[src/rtl/vga_sram_pkg.sv]
// Shared SRAM/VGA definitions: bus widths, reader state encoding and default frame geometry.
package vga_sram_pkg;

  localparam int SRAM_ADDR_W = 19;
  localparam int SRAM_DATA_W = 16;

  localparam int FRAME_W_DEFAULT     = 320;
  localparam int FRAME_H_DEFAULT     = 240;
  localparam int FRAME_WORDS_DEFAULT = FRAME_W_DEFAULT * FRAME_H_DEFAULT;

  typedef enum logic [1:0] {
    ST_IDLE  = 2'd0,
    ST_FETCH = 2'd1,
    ST_DRAIN = 2'd2
  } rd_state_t;

endpackage

[src/rtl/sync_fifo_sa.sv]
// Show-ahead synchronous FIFO: head word is visible whenever the FIFO is not empty.
module sync_fifo_sa #(
  parameter int WIDTH = 16,
  parameter int DEPTH = 16,
  localparam int AW = $clog2(DEPTH),
  localparam int CW = AW + 1
) (
  input  logic             clk,
  input  logic             rst_n,
  input  logic             flush,
  input  logic             push,
  input  logic [WIDTH-1:0] push_data,
  input  logic             pop,
  output logic [WIDTH-1:0] head,
  output logic             empty,
  output logic             full,
  output logic [CW-1:0]    count
);

  logic [WIDTH-1:0] mem [DEPTH];
  logic [AW-1:0]    wr_ptr;
  logic [AW-1:0]    rd_ptr;
  logic             do_push;
  logic             do_pop;

  assign empty   = (count == '0);
  assign full    = (count == CW'(DEPTH));
  assign do_pop  = pop & ~empty;
  assign do_push = push & (~full | do_pop);
  // Head reads as zero while empty so downstream never sees stale words.
  assign head    = empty ? '0 : mem[rd_ptr];

  always_ff @(posedge clk) begin
    if (do_push && !flush) mem[wr_ptr] <= push_data;
  end

  always_ff @(posedge clk or negedge rst_n) begin
    if (!rst_n) begin
      wr_ptr <= '0;
      rd_ptr <= '0;
      count  <= '0;
    end else if (flush) begin
      wr_ptr <= '0;
      rd_ptr <= '0;
      count  <= '0;
    end else begin
      if (do_push) wr_ptr <= wr_ptr + AW'(1);
      if (do_pop)  rd_ptr <= rd_ptr + AW'(1);
      count <= count + CW'(do_push) - CW'(do_pop);
    end
  end

endmodule

[src/rtl/sram_frame_reader.sv]
// Streams one frame of pixel words from SRAM into a show-ahead FIFO feeding the VGA pipeline.
module sram_frame_reader
  import vga_sram_pkg::*;
#(
  parameter logic [SRAM_ADDR_W-1:0] BASE_ADDR   = '0,
  parameter int                     FRAME_WORDS = FRAME_WORDS_DEFAULT,
  parameter int                     RD_LATENCY  = 2,
  parameter int                     FIFO_DEPTH  = 16
) (
  input  logic                   clk,
  input  logic                   rst_n,
  input  logic                   frame_start,
  input  logic                   rd_gnt,
  output logic                   rd_req,
  output logic [SRAM_ADDR_W-1:0] read_addr,
  input  logic [SRAM_DATA_W-1:0] read_data,
  output logic                   pix_valid,
  input  logic                   pix_ready,
  output logic [SRAM_DATA_W-1:0] pix_data,
  output logic                   frame_done,
  output logic                   underflow,
  output rd_state_t              dbg_state
);

  localparam int CNT_W  = SRAM_ADDR_W + 1;
  localparam int FCNT_W = $clog2(FIFO_DEPTH) + 1;
  localparam logic [CNT_W-1:0] FRAME_WORDS_C = CNT_W'(FRAME_WORDS);

  // Handshakes: a read transfers when rd_req & rd_gnt are both high at a clock
  // edge; a pixel transfers when pix_valid & pix_ready are both high at an edge.
  rd_state_t             state;
  logic [CNT_W-1:0]      issue_cnt;
  logic [CNT_W-1:0]      pop_cnt;
  logic [RD_LATENCY-1:0] pipe;
  logic [FCNT_W-1:0]     inflight_cnt;
  logic [FCNT_W-1:0]     fifo_count;
  logic                  fifo_empty;
  logic                  fifo_full;
  logic                  accept;
  logic                  ret;
  logic                  push;
  logic                  pop;

  // Words in the FIFO plus words still in flight reserve FIFO space, so returns never overflow.
  assign rd_req     = (state == ST_FETCH) && (issue_cnt < FRAME_WORDS_C) &&
                      ((fifo_count + inflight_cnt) < FCNT_W'(FIFO_DEPTH));
  assign accept     = rd_req & rd_gnt;
  assign ret        = pipe[RD_LATENCY-1];
  assign push       = ret & ~frame_start;
  assign pix_valid  = ~fifo_empty;
  assign pop        = pix_valid & pix_ready & ~frame_start;
  assign frame_done = (state == ST_DRAIN) & pop & (pop_cnt == FRAME_WORDS_C - CNT_W'(1));
  assign dbg_state  = state;

  sync_fifo_sa #(
    .WIDTH (SRAM_DATA_W),
    .DEPTH (FIFO_DEPTH)
  ) u_fifo (
    .clk       (clk),
    .rst_n     (rst_n),
    .flush     (frame_start),
    .push      (push),
    .push_data (read_data),
    .pop       (pop),
    .head      (pix_data),
    .empty     (fifo_empty),
    .full      (fifo_full),
    .count     (fifo_count)
  );

  always_ff @(posedge clk or negedge rst_n) begin
    if (!rst_n) begin
      state        <= ST_IDLE;
      read_addr    <= BASE_ADDR;
      issue_cnt    <= '0;
      pop_cnt      <= '0;
      pipe         <= '0;
      inflight_cnt <= '0;
      underflow    <= 1'b0;
    end else begin
      if (state == ST_FETCH && pix_ready && !pix_valid) underflow <= 1'b1;
      if (frame_start) begin
        state        <= ST_FETCH;
        read_addr    <= BASE_ADDR;
        issue_cnt    <= '0;
        pop_cnt      <= '0;
        pipe         <= '0;
        inflight_cnt <= '0;
      end else begin
        for (int i = RD_LATENCY - 1; i > 0; i--) pipe[i] <= pipe[i-1];
        pipe[0]      <= accept;
        inflight_cnt <= inflight_cnt + FCNT_W'(accept) - FCNT_W'(ret);
        if (accept) begin
          read_addr <= read_addr + SRAM_ADDR_W'(1);
          issue_cnt <= issue_cnt + CNT_W'(1);
        end
        if (pop) pop_cnt <= pop_cnt + CNT_W'(1);
        case (state)
          ST_FETCH: if (accept && issue_cnt == FRAME_WORDS_C - CNT_W'(1)) state <= ST_DRAIN;
          ST_DRAIN: if (frame_done) state <= ST_IDLE;
          default:  ;
        endcase
      end
    end
  end

  fifo_no_overflow: assert property (@(posedge clk) disable iff (!rst_n)
    !(push && fifo_full && !pop));

endmodule

[config.mk]
export PLATFORM = sky130hd
export DESIGN_NAME = sram_frame_reader
export DESIGN_NICKNAME = d
export VERILOG_FILES = /design/src/rtl/vga_sram_pkg.sv /design/src/rtl/sync_fifo_sa.sv /design/src/rtl/sram_frame_reader.sv
export SDC_FILE = /design/constraint.sdc
export NUM_CORES = 1
export LEC_CHECK = 0
export ABC_CLOCK_PERIOD_IN_PS = 3450
export CAP_MARGIN = 0
export CORE_ASPECT_RATIO = 0.6
export CORE_MARGIN = 3
export CORE_UTILIZATION = 50
export CTS_BUF_LIST = sky130_fd_sc_hd__clkbuf_2
export DETAILED_ROUTE_END_ITERATION = 10
export HOLD_SLACK_MARGIN = 0.1
export PLACE_DENSITY_LB_ADDON = 0.1
export SLEW_MARGIN = 20
export SYNTH_ARGS = -nofsm -noshare
export SYNTH_HDL_FRONTEND = slang
export SYNTH_SLANG_ARGS = --single-unit
[constraint.sdc]
create_clock -name clk -period 3.45 [get_ports clk]
set_input_delay 0.345 -clock clk [delete_from_list [all_inputs] [get_ports clk]]
set_output_delay 0.345 -clock clk [all_outputs]
set_load 0.005 [all_outputs]
Word-level counts from Yosys, hierarchy flattened
Memory sizes are Yosys's and may differ from the RTL's. Index checks and enable logic that the tools add are counted.

$add $sub $neg: 10. Multipliers: 0. Divide/modulo/power cells: 0. Order comparisons: 2. Equal/unequal tests: 7. Shift operators: 0. Mux-type cells: 20. Bitwise gates (word level): 12. Reduce and logical (&&, ||, !) cells: 14.

Operator list (number): $mux 20 (4); $add 20x1->20 const B (2); $eq 20x17->1 const B (2); $mux 19 (2); $lt 20x17->1 const B (1); $add 19x1->19 const B (1); $mux 16 (1); $mux 4 (4); $add 5x1->5 (2); $mux 5 (2); $sub 5x1->5 (2); $add 4x1->4 const B (2); $and 1x1->1 (8); $mux 2 (4); $reduce_bool 2->1 (4); $logic_and 1x1->1 (6); $add 5x5->5 (1); $eq 5x5->1 const B (1); $logic_not 5->1 (1); $lt 5x5->1 const B (1); $pmux 2 s2 (1); $ne 3x2->1 const B (1); $ne 3x3->1 const B (1); $not 1->1 (3); 7 further kinds (8).

Register bits: 82. Latch bits: 0. Bits in writable memories: 256. ROM bits: 0. Input port bits: 21. Output and inout bits: 41. Word-level logic and storage cells: 76. Memories kept: 1.

Memory list: u_fifo.mem (depth 16, width 16, read ports 1, clocked after Yosys merged registers in 0, write ports 1, line sync_fifo_sa.sv:20) `logic [WIDTH-1:0] mem [DEPTH];`.

Longest topological paths before layout
Depth after elaboration: 10. Depth in mapped cells: 14. Gate-level depth less buffers: 14.

Hierarchy
A second synthesis with hierarchy kept.

Cell total of the unflattened synthesis: 919. Area total of the unflattened synthesis: 14510.2 sq um.

By module, submodules not included: sync_fifo_sa (instances 1, cells an instance 520, area an instance 10684.0 sq um, sequential area each 8012.7 sq um); sram_frame_reader (instances 1, cells an instance 399, area an instance 3826.2 sq um, sequential area each 1726.7 sq um).

Worst setup path after synthesis
No wires, ideal clock.

Kind: flip-flop to flip-flop. From: register u_fifo.count[1]. To: register inflight_cnt[4]. Library setup time: 0.132 ns. Data arrival time: 3.009 ns. Required time: 3.318 ns. Path slack: 0.309 ns. Stages on the path, launching flop included: 15. Path buffers: 1. Period minus slack after synthesis: 3.141 ns. Cells stage by stage: dfrtp_1 ha_1 nor3_1 a22oi_2 xnor2_2 clkbuf_1 or2_2 ha_1 inv_1 ha_1 fa_1 a21o_1 a21oi_1 xnor2_1 nor2_1.

Cells in the longest elaborated chain, start to end: 7.

RTL lines: start, declared (line sync_fifo_sa.sv:17) `output logic [CW-1:0] count`; start signal, assigned (line sync_fifo_sa.sv:49) `count <= count + CW'(do_push) - CW'(do_pop);`; $add 5x5->5 (line sram_frame_reader.sv:46) `((fifo_count + inflight_cnt) < FCNT_W'(FIFO_DEPTH));`; $lt 5x5->1 (line sram_frame_reader.sv:46); $logic_and 1x1->1 (line sram_frame_reader.sv:45) `assign rd_req = (state == ST_FETCH) && (issue_cnt < FRAME_WORDS_C) &&`; $and 1x1->1 (line sram_frame_reader.sv:47) `assign accept = rd_req & rd_gnt;`; $add 5x1->5 (line sram_frame_reader.sv:92) `inflight_cnt <= inflight_cnt + FCNT_W'(accept) - FCNT_W'(ret);`; $sub 5x1->5 (line sram_frame_reader.sv:92); $mux 5 (line sram_frame_reader.sv:82) `if (frame_start) begin`; end signal, assigned (line sram_frame_reader.sv:92); end, declared (line sram_frame_reader.sv:35) `logic [FCNT_W-1:0] inflight_cnt;`.

No other way between the ends. A chain may end at the register's enable or synchronous reset.

Final worst setup path
From: register u_fifo.rd_ptr[0]. To: output port pix_data[5].

Cells in the longest elaborated chain, start to end: 2.

RTL lines: start, declared (line sync_fifo_sa.sv:22) `logic [AW-1:0] rd_ptr;`; start signal, assigned (line sync_fifo_sa.sv:48) `if (do_pop) rd_ptr <= rd_ptr + AW'(1);`; $mem_v2 16x16; $mux 16 (line sync_fifo_sa.sv:31) `assign head = empty ? '0 : mem[rd_ptr];`; end, declared (line sram_frame_reader.sv:19) `output logic [SRAM_DATA_W-1:0] pix_data,`.

No other way between the ends.

==> results by stage <==
STA:
- Hold is met by 0.2144 ns.
- The final count of hold timing violations is 0.
- Measured against its own limit, the worst slew margin works out to 0.4673.
- The final setup violation count is 0.
- The highest attainable clock frequency is 297.7 MHz.
- For the pin with the worst max-slew slack, the measured transition is 0.7991 ns.
- The shortest clock period the worst path allows after layout is 3.359 ns.
- Of the available clock period, the critical path in the final layout requires 0.9736.
- Setup total negative slack on the finished layout was measured at 0 ns.
- The worst-case clock skew is 0.05836 ns.
- The total count of max-transition violations in the final report is 0.
- Setup repair after global routing could not meet its margin everywhere.

Floorplan:
- The floorplan core area is ~28000 um^2.
- The die covers between 30000 and 40000 um^2.
- The initial cell density of the core is 0.5162.
- The number of placement rows is 47.
- The number of top-level pins is 62.
- The vertical extent of the die is between 100 and 150 um.
- From left edge to right edge, the die measures roughly 230 um.

Global routing:
- The number of antenna violations at the first check in global routing is 2.
- The number of global-route vias before repair was around 9000.
- Across every metal layer, demand over resource in global routing totals 0.2302.
- Entering global routing, the biggest net connects slightly below 80 pins.
- Summed over all layers, the global routing overflow is 0.
- The first global-routing pass estimated 53140 um of wire.

CTS:
- The CTS buffer count is just under 80.
- The clock insertion delay at the later pin of the skew report is roughly 0.95 ns.
- The clock root buffer is clkbuf_2.
- The clock passes through at most 3 buffers.
- The clock sink count is 338.
- The H-tree generated during clock tree synthesis spans 3 levels.
- The clock tree from TritonCTS is built.
- The clock-pin slew reported for the worst setup and hold paths after clock tree synthesis is 0.11 ns.

Worst hold path:
- The worst hold path passes through 4 cells.
- The tightest min-delay check is of the input port to flip-flop type.
- The launch point of the worst hold path is pix_ready.
- The worst hold endpoint is pop_cnt[1].

Power:
- The total power draw is just over 10 mW.
- Power spread over the standard cell area amounts to 595.2 nW/um^2.
- The peak ir drop on the vdd network is 0.0003205 V.
- For this design the static power due to leakage is slightly above 6 nW.

Synth:
- In the synthesized netlist, the number of instances is just under 1000.
- The share of the Yosys chip area taken by registers is 0.6727.
- The number of enable flip-flop cells after synthesis is roughly 260.
- In the post-synthesis netlist, the cell with the most instances is edfxtp_1.
- In the synthesized netlist the dominant register cell turns out to be edfxtp_1.
- The async set-or-reset flop fraction in the synthesized netlist is 0.2426.
- The post-synthesis net count is approximately 1000.
- The mapped cell area is 14480 um^2.
- The register bit total from synthesis is between 300 and 400.
- Sorting the synthesized cells by area gives the leading types as edfxtp_1 (53%), dfrtp_1 (14%), mux4_2 (5.0%).
- The warning count from the yosys run is 0.
- After synthesis, the most frequently instantiated cells are edfxtp_1 (256), dfrtp_1 (82), mux2i_1 (64).
- The biggest area contributor in the post-synthesis netlist is edfxtp_1.
- The area share of the largest cell type after synthesis is 0.5309.
- The unique cell type count in the Yosys netlist is between 50 and 60.
- The mean cell area of the mapped netlist is around 15 um^2.

Place:
- The number of port buffers is 61.
- The post-detailed-placement half-perimeter wirelength is roughly 21000 um.
- The routability-driven placement congestion ratio is 0.7662.
- The number of placed instances, taps included, is roughly 1400.

Finish:
- Of the cells placed in the final design, the portion with a size suffix greater than 1 is 0.2649.
- After the last flow step, the layout net total stands at 1167.
- Fill cells in the final layout number between 2000 and 2500.
- At the end of the flow the core is filled with cells to 0.6132.
- The finished layout holds approximately 1500 standard cells, fillers aside.
- The synthesis-to-finish area growth is 18.80%.

Status:
- The flow ran to the end, and the final reports show no timing, DRC or antenna violations.

Setup path:
- The worst setup path is captured at an output port.
- The worst setup path category is flip-flop to output port.
- Traced cell by cell, the critical path runs through buf_12, buf_16, buf_12, mux4_2, o32ai_1, a211oi_1, dlygate4sd2_1.
- The worst setup path is launched from a flip-flop.
- The origin of the critical flop-to-flop path is u_fifo.count[2].
- The slack of the worst reg-to-reg path is 0.24 ns.
- The number of cells on the worst reg-to-reg path is 14.
- The critical path's largest stage delay is roughly 0.52 ns.
- Data on the critical path arrives at its endpoint at ~3 ns.
- The cell with the biggest individual delay on the critical path is dfrtp_4.
- The reg-to-reg critical path endpoint is inflight_cnt[4].
- For the worst setup path, the data required time is 3.11 ns.
- In this run the worst path has a maximum fanout of 9.
- The critical path's most frequent cell is buf_12.

Drt:
- The first-iteration detailed-routing DRC count is 919.
- The wire length per cell is ~22 um.
- The count of unresolved DRC violations after routing is 0.
- The routed design has approximately 34000 um of wire.
- The total via count after detailed routing is 9030.
- The number of optimization iterations in the first detailed-route pass is 5.
- The via-per-instance ratio is between 5 and 6.
- The post-route antenna net violation count is 0.

Flow run:
- The tool flagged a number of max-cap violations equal to 0.
-- final cells by class --
type | instances | area, um^2 | share of cell area
Clock buffer | 123 | 615.6 | 0.03579
Antenna cell | 4 | 10.01 | 0.0005819
Tap cell | 367 | 459.2 | 0.02670
Inverter | 20 | 75.07 | 0.004365
Sequential cell | 338 | 9744 | 0.5665
Clock inverter | 13 | 102.6 | 0.005965
Timing Repair Buffer | 138 | 1441 | 0.08380
Multi-Input combinational cell | 546 | 4752 | 0.2763
-- what timing repair did --
item,CTS,global route
hold endpoints to repair,98,0
buffers inserted,16,7
pin swaps,14,15
gates resized for setup,53,43
hold buffers,5,0
gates cloned,2,2
setup endpoints to repair,18,18
-- cells in the final DEF (no fill, tap or decap), drive strengths merged, types with 10 or more instances in the layout --
master,n
edfxtp,256
clkbuf,127
dfrtp,82
buf,72
mux2i,64
nor2,47
clkdlybuf4s50,42
a21oi,34
mux4,32
o21ai,31
nand3,30
ha,22
inv,21
xor2,20
or4,20
nand2,20
nor2b,19
nand4,19
o31ai,19
a211oi,17
o221ai,16
o22ai,16
o32ai,16
and3,13
dlygate4sd2,13
and2,12
mux2,10
clkinv,10
-- logic make-up (layout without fill, tap and decap cells) --
family / after synthesis / count (layout) / synth area share
xor gates and xnor gates: 29 / 29 / 0.01806
AOI/OAI and AO/OA: 158 / 158 / 0.07354
adders and majority gates: 24 / 24 / 0.02178
muxes: 106 / 106 / 0.1018
and+or+nand+nor: 229 / 229 / 0.09022
other: 0 / 4 / 0
buffers and inverters: 78 / 294 / 0.02195
DFF: 338 / 338 / 0.6727
-- layer usage --
layer  up-vias  GRT usage  wire length (um)
li1       4171          -                 -
met1      4496     0.3778             17660
met2       313     0.2968             13740
met3        50    0.06175              2553
met4         0    0.05922               534
met5         -          0                 0
-- stage by stage --
stage               worst slack (ns)  cell area, um^2
floorplan                     0.3094            14480
global placement              0.2894            15760
detailed placement            0.2451            15760
CTS                          -0.1406            16920
global route                 -0.1025            17200
finish                       0.09124            17200
-- flip-flops by register name, summed over array words and instances, names as in the netlist --
name	cells
u_fifo.rd_ptr	4
read_addr	19
pipe	2
u_fifo.mem	256
dbg_state	2
inflight_cnt	5
u_fifo.count	5
pop_cnt	20
u_fifo.wr_ptr	4
issue_cnt	20
underflow	1
-- power by group --
group	internal (mW)	switching, mW	total [mW]
clock network	1.07	1.56	2.63
registers	4.47	0.0923	4.56
logic	1.53	1.51	3.05
-- worst max-delay path: cells and delay by family (launching register included) --
family          cells  cell delay [ns]
flops               1             0.52
buf+inv             4             0.70
mux                 1             0.47
compound gates      2             0.35
-- worst max-delay path by stage --
| stage | from | to | slack (ns) |
|---|---|---|---|
| 2_1_floorplan | u_fifo.count[1] | inflight_cnt[4] | 0.31 |
| 3_3_place_gp | u_fifo.count[1] | inflight_cnt[4] | 0.29 |
| 3_5_place_dp | u_fifo.count[1] | inflight_cnt[4] | 0.25 |
| 4_1_cts | u_fifo.rd_ptr[0] | pix_data[3] | -0.14 |
| 5_1_grt | u_fifo.rd_ptr[0] | pix_data[5] | -0.10 |
| 6_report | u_fifo.rd_ptr[0] | pix_data[5] | 0.09 |
(Power assumes the default switching activity.)
